## src/rtl/video_pll_pkg.sv

```systemverilog
// Shared constants for the video PLL reset sequencer.
// State encoding, counter width, default timing and a saturating helper.
package video_pll_pkg;

  localparam int CNT_W = 17;

  typedef logic [2:0] state_t;

  localparam state_t ST_RESET     = 3'd0;
  localparam state_t ST_WAIT_LOCK = 3'd1;
  localparam state_t ST_STABLE    = 3'd2;
  localparam state_t ST_RUN       = 3'd3;
  localparam state_t ST_FAIL      = 3'd4;

  localparam int DEF_RST_CYCLES   = 64;
  localparam int DEF_LOCK_TIMEOUT = 100000;
  localparam int DEF_LOCK_STABLE  = 1024;
  localparam int DEF_MAX_RETRY    = 7;

  function automatic logic [3:0] sat_inc4(
    input logic [3:0] v
  );
    return (v == 4'hf) ? v : v + 4'd1;
  endfunction

endpackage

```

## src/rtl/video_pll_rst_ctrl_sync_2ff.sv

```systemverilog
// Generic two-flop synchronizer, async active-low reset to zero.
// Ports: clk, rst_n, d (async input), q (synchronized output).
module sync_2ff #(
  parameter int W = 1
) (
  input  logic         clk,
  input  logic         rst_n,
  input  logic [W-1:0] d,
  output logic [W-1:0] q
);

  logic [W-1:0] meta_q;
  logic [W-1:0] sync_q;

  always_ff @(posedge clk or negedge rst_n) begin
    if (!rst_n) begin
      meta_q <= '0;
      sync_q <= '0;
    end else begin
      meta_q <= d;
      sync_q <= meta_q;
    end
  end

  assign q = sync_q;

endmodule

```

## src/rtl/video_pll_rst_ctrl.sv

```systemverilog
// Video PLL reset sequencer: PLL reset, lock qualification, retries.
// Ports: clk, rst_n, pll_lock, relock_req in; pll_rst, video_rst_n, pll_ready, pll_fail, retry_cnt, lock_lost out.
module video_pll_rst_ctrl
  import video_pll_pkg::*;
#(
  parameter int RST_CYCLES   = DEF_RST_CYCLES,
  parameter int LOCK_TIMEOUT = DEF_LOCK_TIMEOUT,
  parameter int LOCK_STABLE  = DEF_LOCK_STABLE,
  parameter int MAX_RETRY    = DEF_MAX_RETRY
) (
  input  logic       clk,
  input  logic       rst_n,
  input  logic       pll_lock,
  input  logic       relock_req,
  output logic       pll_rst,
  output logic       video_rst_n,
  output logic       pll_ready,
  output logic       pll_fail,
  output logic [3:0] retry_cnt,
  output logic       lock_lost
);

  localparam logic [CNT_W-1:0] RST_LAST =
    CNT_W'(RST_CYCLES - 1);
  localparam logic [CNT_W-1:0] TO_LAST =
    CNT_W'(LOCK_TIMEOUT - 1);
  localparam logic [CNT_W-1:0] STB_LAST =
    CNT_W'(LOCK_STABLE - 1);
  localparam logic [3:0] RETRY_MAX =
    4'(MAX_RETRY);

  logic lock_s;

  state_t           state_q, state_d;
  logic [CNT_W-1:0] cnt_q, cnt_d;
  logic [3:0]       retry_q, retry_d;
  logic [3:0]       retry_inc;
  logic             pll_rst_q, pll_rst_d;
  logic             vrst_n_q, vrst_n_d;
  logic             ready_q, ready_d;
  logic             fail_q, fail_d;
  logic             lost_q, lost_d;

  sync_2ff #(
    .W (1)
  ) u_lock_sync (
    .clk   (clk),
    .rst_n (rst_n),
    .d     (pll_lock),
    .q     (lock_s)
  );

  assign retry_inc = sat_inc4(retry_q);

  always_comb begin
    state_d = state_q;
    retry_d = retry_q;
    lost_d  = 1'b0;
    unique case (state_q)
      ST_RESET: begin
        if (cnt_q == RST_LAST)
          state_d = ST_WAIT_LOCK;
      end
      ST_WAIT_LOCK: begin
        // a lock seen on the timeout cycle beats the retry
        if (lock_s) begin
          state_d = ST_STABLE;
        end else if (cnt_q == TO_LAST) begin
          retry_d = retry_inc;
          state_d = (retry_inc > RETRY_MAX) ?
                    ST_FAIL : ST_RESET;
        end
      end
      ST_STABLE: begin
        if (!lock_s) begin
          state_d = ST_WAIT_LOCK;
        end else if (cnt_q == STB_LAST) begin
          state_d = ST_RUN;
          retry_d = 4'd0;
        end
      end
      ST_RUN: begin
        if (!lock_s) begin
          state_d = ST_RESET;
          lost_d  = 1'b1;
        end
      end
      ST_FAIL: begin
        state_d = ST_FAIL;
      end
      default: begin
        state_d = ST_RESET;
      end
    endcase
    if (relock_req) begin
      state_d = ST_RESET;
      retry_d = 4'd0;
      lost_d  = 1'b0;
    end
  end

  // STABLE->WAIT_LOCK also counts as an entry, so it clears too
  always_comb begin
    cnt_d = cnt_q + CNT_W'(1);
    if (state_d != state_q || relock_req)
      cnt_d = '0;
    else if (state_q == ST_RUN || state_q == ST_FAIL)
      cnt_d = cnt_q;
  end

  // outputs decode the next state so they line up with it
  always_comb begin
    pll_rst_d = (state_d == ST_RESET) ||
                (state_d == ST_FAIL);
    vrst_n_d  = (state_d == ST_RUN);
    ready_d   = (state_d == ST_RUN);
    fail_d    = (state_d == ST_FAIL);
  end

  always_ff @(posedge clk or negedge rst_n) begin
    if (!rst_n) begin
      state_q   <= ST_RESET;
      cnt_q     <= '0;
      retry_q   <= 4'd0;
      pll_rst_q <= 1'b1;
      vrst_n_q  <= 1'b0;
      ready_q   <= 1'b0;
      fail_q    <= 1'b0;
      lost_q    <= 1'b0;
    end else begin
      state_q   <= state_d;
      cnt_q     <= cnt_d;
      retry_q   <= retry_d;
      pll_rst_q <= pll_rst_d;
      vrst_n_q  <= vrst_n_d;
      ready_q   <= ready_d;
      fail_q    <= fail_d;
      lost_q    <= lost_d;
    end
  end

  assign pll_rst     = pll_rst_q;
  assign video_rst_n = vrst_n_q;
  assign pll_ready   = ready_q;
  assign pll_fail    = fail_q;
  assign retry_cnt   = retry_q;
  assign lock_lost   = lost_q;

endmodule

```

## config.mk

```make
export PLATFORM = sky130hd
export DESIGN_NAME = video_pll_rst_ctrl
export DESIGN_NICKNAME = d
export VERILOG_FILES = /design/src/rtl/video_pll_pkg.sv /design/src/rtl/video_pll_rst_ctrl_sync_2ff.sv /design/src/rtl/video_pll_rst_ctrl.sv
export SDC_FILE = /design/constraint.sdc
export NUM_CORES = 1
export LEC_CHECK = 0
export CORE_ASPECT_RATIO = 0.7
export CORE_MARGIN = 8
export CORE_UTILIZATION = 25
export CTS_BUF_LIST = sky130_fd_sc_hd__clkbuf_4
export DETAILED_ROUTE_END_ITERATION = 7
export SLEW_MARGIN = 10
export SYNTH_ARGS = -nofsm -noshare
export SYNTH_HDL_FRONTEND = slang
export SYNTH_HIERARCHICAL = 1
export SYNTH_SLANG_ARGS = --single-unit
```

## constraint.sdc

```tcl
create_clock -name clk -period 2.2 [get_ports clk]
set_clock_uncertainty 0.15 [all_clocks]
set_input_delay 0.44 -clock clk [delete_from_list [all_inputs] [get_ports clk]]
set_output_delay 0.44 -clock clk [all_outputs]
set_load 0.03 [all_outputs]
```

==> flow_metrics.py, run 1 <==
metrics = {
    "die": {
        "fp.dieW_um": 112,
        "pin_count": 13,
        "initial_core_util_pct": 25.8,
        "fp.dieArea_um2": 9260,
        "rows": 24,
        "core_area_um2": 6220,
        "die_height_um": 83.0,
    },
    "critical_path": {
        "crit_required_ns": 1.61,
        "cpPeakStageDelay_ns": 0.66,
        "arrival_ns": 1.50,
        "path_cells": "clkdlybuf4s50_1",
        "cp_slowest_cell": "clkdlybuf4s50_1",
        "cp_num_buf_inv": 1,
        "r2r_slack_ns": 0.13,
        "worst_setup_path_end_kind": "output pin",
        "start_kind": "flip-flop",
        "cp_max_fo": 1,
        "worstSetupPathType": "flip-flop to output pin",
        "crit_family": "buffers and inverters",
    },
    "sta": {
        "tightest_slew_ns": 0.488,
        "final-max-slew-violation-count": 0,
        "period_minus_slack_ns": 2.09,
        "setup_viol": 0,
        "maxSlewHeadroom_pct": 67.4,
        "min_period_over_period_pct": 95.2,
        "rsz0062_at_grt": "false",
        "hold_viol": 0,
        "tns_ns": 0,
        "fmax_mhz": 477,
    },
    "detailed_routing": {
        "via_per_inst": 4.64,
        "wirelength_um": 3300,
        "drtIter0Drc": 62,
        "firstDrtPassIters": 4,
        "drc": 0,
        "vias": 1197,
        "ant_nets": 0,
        "routedWlPerCell_um": 12.8,
    },
    "global_route": {
        "antenna_found_initial": 0,
        "grt_pass1_wl_um": 5840,
        "grt_max_degree": 31,
        "grt_usage_pct": 7.72,
        "grt_pass1_vias": 1136,
        "gr-total-overflow": 0,
    },
    "clocking": {
        "htree_levels": 2,
        "worst_skew_pair.late_latency_ns": 0.32,
        "post_cts_buffers": 0,
        "clkSinkCount": 30,
        "root_buffer": "clkbuf_4",
        "cts_tree": "done",
        "ctsHoldBuffers": 0,
        "cts_made_buffers": 5,
        "path_clk_slew_ns": 0.10,
        "clk_path_buf_depth": 2,
        "cts_resized": 0,
    },
    "yosys": {
        "seq_area_frac_synth_pct": 47.0,
        "async_reset_ff_share_pct": 100,
        "synth-main-ff-cell": "dfrtp_1",
        "synth_cell_types": 44,
        "synth_area_leaders": "dfrtp_1 (45%), xnor2_1 (6.0%), nor2_1 (5.6%), nand3_1 (3.4%), xor2_1 (3.3%)",
        "synth_seq_cells": 30,
        "synthTopCellsByCount": "dfrtp_1 (29), nor2_1 (24), nand2_1 (12)",
        "syn_inst": 163,
        "synth_warnings": 6,
        "synth_edf_count": 0,
        "synthesis.nets": 169,
        "post-synth-top-count-cell": "dfrtp_1",
        "netlist.area_leader.share_pct": 45.3,
        "synth_area_um2": 1600,
        "synth_area_leader_cell": "dfrtp_1",
        "avgSynthCellArea_um2": 9.83,
    },
    "place": {
        "dp_cells": 250,
        "dp_hpwl_um": 2360,
        "routabilityCongestion": 0.783,
        "io_buffers": 12,
    },
    "run_status": {
        "outcome": "completed",
    },
    "power": {
        "p_per_area_nw_per_um2": 498,
        "leakagePower_uw": 0.000768,
        "vdd_ir_drop_max_uv": 144,
    },
    "finish": {
        "drive_above_1_share_pct": 13.3,
        "synthToLayoutAreaGrowth_pct": 17.3,
        "final_core_util_pct": 30.2,
        "n_antenna_cell": 0,
        "final_cells": 258,
        "nets": 185,
    },
    "worst_hold_path": {
        "hp-class": "flip-flop to flip-flop",
    },
    "flow_run": {
        "drv_cap": 0,
    },
}
report_power, final:
| group | switching (uW) | internal (uW) |
|---|---|---|
| Clock | 191 | 132 |
| Combinational | 28.2 | 20.2 |
| Sequential | 6.49 | 558 |
metal layers:
layer  wire length, um  global-route usage, %
met1              1880                   11.5
met2              1210                   9.16
met3               194                   3.47
met4                19                   2.60
met5                 0                      0
worst register-to-register path: stages (launching register included):
cell and delay [ns]:
dfrtp_1 0.41, ha_1 0.18, and4_1 0.27, nand4_2 0.20, or4_4 0.50, o21ai_2 0.18, a32o_2 0.13
path summary, 6_finish.rpt:
kind                            cells past startpoint               start            end
worst min register to register                      0  u_lock_sync/meta_q  u_lock_sync/q
worst max register to register                      6            cnt_q[0]   retry_cnt[1]
max in group asynchronous                           2               rst_n        pll_rst
worst min-delay path                                0  u_lock_sync/meta_q  u_lock_sync/q
min in group asynchronous                           2               rst_n       cnt_q[1]
worst max-delay path                                1             pll_rst        pll_rst
metrics by stage:
stage / hold WS [ns] / setup slack [ns] / total power, uW / instance area [um^2]
2_1_floorplan: -0.00559 / 0.327 / 597 / 1600
3_3_place_gp: 0.184 / 0.0995 / 624 / 1820
3_5_place_dp: 0.187 / 0.0399 / 624 / 1820
4_1_cts: 0.210 / 0.0755 / 961 / 1870
5_1_grt: 0.221 / 0.0336 / 987 / 1880
6_report: 0.206 / 0.105 / 936 / 1880
state kept, by name, indices dropped and copies added, names as in the netlist:
signal              cells
cnt_q                  17
retry_cnt               4
state_q                 3
lock_lost               1
pll_fail                1
pll_ready               1
pll_rst                 1
u_lock_sync/meta_q      1
u_lock_sync/q           1
layout make-up:
| cell class | count | area, um^2 |
|---|---|---|
| Fill cell | 653 | 4340 |
| Multi-Input combinational cell | 122 | 798 |
| Sequential cell | 30 | 752 |
| Timing Repair Buffer | 16 | 163 |
| Tap cell | 78 | 97.6 |
| Clock buffer | 6 | 45.0 |
| Inverter | 4 | 15.0 |
| Clock inverter | 2 | 8.76 |
cells in the final DEF (no fill, tap or decap), types with 2 or more instances in the layout:
cell type,synthesis,layout
dfrtp_1,29,29
nor2_1,24,24
nand2_1,12,12
clkdlybuf4s50_1,0,12
nand3_1,11,11
xnor2_1,11,11
nor3_1,8,8
xor2_1,6,6
clkbuf_4,0,6
nand4_1,5,5
a21oi_1,5,5
inv_1,4,4
nor3b_1,3,3
buf_4,2,3
and4_1,2,2
a21o_1,2,2
nor2b_1,2,2
and2_1,2,2
and4bb_2,2,2
o21ai_0,2,2
a31oi_1,2,2
ha_1,2,2
kinds of logic (layout without fill, tap and decap cells):
logic type,after synthesis,in the layout,share of synthesized area (%)
DFF,30,30,47.0
AOI/OAI and AO/OA,18,18,8.59
buffers and inverters,11,28,3.59
xor gates and xnor gates,17,17,9.30
and+or+nand+nor,85,85,30.0
adders and majority gates,2,2,1.56
No activity file was read; power rests on OpenSTA's default activity.
==> inputs of run 2 (changes only) <==
Settings changed: REMOVE_ABC_BUFFERS set to 1.
==> flow_metrics.py, run 2 (same netlist as run 1, synthesis figures left out) <==
metrics = {
    "finish": {
        "nets": 189,
        "largest_reg_flops": 17,
        "regMostFlops": "cnt_q",
        "layout.cells.most_common": "dfrtp_1",
        "drive_above_1_share_pct": 15.2,
        "most-common-layout-cells": "dfrtp_1 (29), nor2_1 (24), nand2_1 (12), clkdlybuf4s50_1 (12)",
        "synthToLayoutAreaGrowth_pct": 19.2,
        "n_antenna_cell": 0,
        "final_cells": 262,
        "n_fill_cell": 641,
    },
    "die": {
        "initial_core_util_pct": 25.8,
        "rows": 24,
        "pin_count": 13,
        "die_height_um": 83.0,
        "fp.dieArea_um2": 9260,
        "fp.dieW_um": 112,
        "core_area_um2": 6220,
    },
    "detailed_routing": {
        "ant_nets": 0,
        "firstDrtPassIters": 4,
        "via_per_inst": 4.72,
        "vias": 1236,
        "wirelength_um": 3280,
        "routedWlPerCell_um": 12.5,
        "drtIter0Drc": 69,
        "drc": 0,
    },
    "global_route": {
        "grt_pass1_wl_um": 5930,
        "gr-total-overflow": 0,
        "antenna_found_initial": 0,
        "grt_pass1_vias": 1183,
        "grt_usage_pct": 7.91,
        "grt_max_degree": 31,
    },
    "critical_path": {
        "arrival_ns": 1.51,
        "cp_num_buf_inv": 1,
        "cp_slowest_cell": "clkdlybuf4s50_1",
        "worst_setup_path_end_kind": "output pin",
        "path_cells": "clkdlybuf4s50_1",
        "start_kind": "flip-flop",
        "worstSetupPathType": "flip-flop to output pin",
        "crit_required_ns": 1.61,
        "cp_max_fo": 1,
        "cpPeakStageDelay_ns": 0.66,
        "crit_family": "buffers and inverters",
    },
    "clocking": {
        "cts_tree": "done",
        "ctsHoldBuffers": 0,
        "htree_levels": 2,
        "path_clk_slew_ns": 0.09,
        "root_buffer": "clkbuf_4",
        "cts_made_buffers": 5,
        "clk_path_buf_depth": 2,
        "worst_skew_pair.late_latency_ns": 0.33,
        "clkSinkCount": 30,
    },
    "power": {
        "vdd_ir_drop_max_uv": 313,
        "leakagePower_uw": 0.000791,
        "p_per_area_nw_per_um2": 496,
    },
    "flow_run": {
        "drv_cap": 0,
    },
    "sta": {
        "fmax_mhz": 476,
        "maxSlewHeadroom_pct": 66.6,
        "hold_viol": 0,
        "tightest_slew_ns": 0.500,
        "period_minus_slack_ns": 2.10,
        "min_period_over_period_pct": 95.5,
        "worst_slack_ns": 0.0983,
        "final-max-slew-violation-count": 0,
        "tns_ns": 0,
        "setup_viol": 0,
        "rsz0062_at_grt": "false",
    },
    "place": {
        "place_ws_ns": 0.0668,
        "routabilityCongestion": 0.823,
        "dp_hpwl_um": 2410,
        "dp_cells": 254,
        "io_buffers": 12,
    },
    "run_status": {
        "outcome": "completed",
    },
    "worst_hold_path": {
        "hp-class": "flip-flop to flip-flop",
    },
}
-- run 2: cell count changes in the layout (fill, tap and decap cells not counted), sizes merged --
cell    change
clkinv      -1
buf         +4
clkbuf      +1
-- run 2: per-stage QoR --
stage	total power (uW)	hold WS [ns]	instance area (um^2)	utilization, %
3_3_place_gp	624	0.193	1850	29.8
2_1_floorplan	593	-0.00559	1560	-
5_1_grt	1000	0.224	1910	30.7
3_5_place_dp	624	0.196	1850	29.8
6_report	947	0.217	1910	30.7
4_1_cts	964	0.219	1910	30.7
-- run 2: final timing paths --
| kind | to | cells after the start | from | slack, ns |
|---|---|---|---|---|
| worst max register to register | pll_fail | 5 | cnt_q[0] | 0.14 |
| worst min-delay path | u_lock_sync/q | 0 | u_lock_sync/meta_q | 0.22 |
| max in group asynchronous | pll_rst | 2 | rst_n | 1.22 |
| worst max-delay path | pll_rst | 1 | pll_rst | 0.1 |
| worst min register to register | u_lock_sync/q | 0 | u_lock_sync/meta_q | 0.22 |
| min in group asynchronous | cnt_q[2] | 2 | rst_n | 0.35 |
-- run 2: layout make-up --
type | instances | area, um^2 | area share [%]
clock buffer | 7 | 52.6 | 2.75
clock inverter | 1 | 3.75 | 0.197
inverter | 4 | 15.0 | 0.786
multi-input combinational | 122 | 796 | 41.7
sequential | 30 | 752 | 39.4
tap | 78 | 97.6 | 5.11
timing repair buffer | 20 | 193 | 10.1
-- run 2: repair_timing --
item,4_1_cts,5_1_grt
setup buffers,0,0
gates resized for setup,0,1
endpoints found under the hold margin,0,0
setup endpoints to repair,0,1
-- run 2: per-layer routing --
| metal | global-route usage [%] | wire length [um] | vias up |
|---|---|---|---|
| li1 | - | - | 618 |
| met1 | 11.6 | 1790 | 586 |
| met2 | 9.81 | 1260 | 27 |
| met3 | 2.75 | 183 | 5 |
| met4 | 3.71 | 42 | 0 |
| met5 | 0 | 0 | - |
-- run 2: report_power, final --
group,internal [uW],total [uW],switching [uW]
combinational,20.1,48.1,28.0
clock,147,335,187
sequential,558,564,6.47
-- run 2: worst register-to-register path: stages (launching register included) --
cell,delay [ns]
dfrtp_1,0.40
ha_1,0.18
and4_1,0.28
nand4_2,0.18
or4_1,0.60
a21oi_2,0.19
==> inputs of run 3 (changes only) <==
Settings changed: TNS_END_PERCENT set to 30.
==> results of run 3 <==
Same layout as run 2: the final DEF is identical, and so are final timing and power.
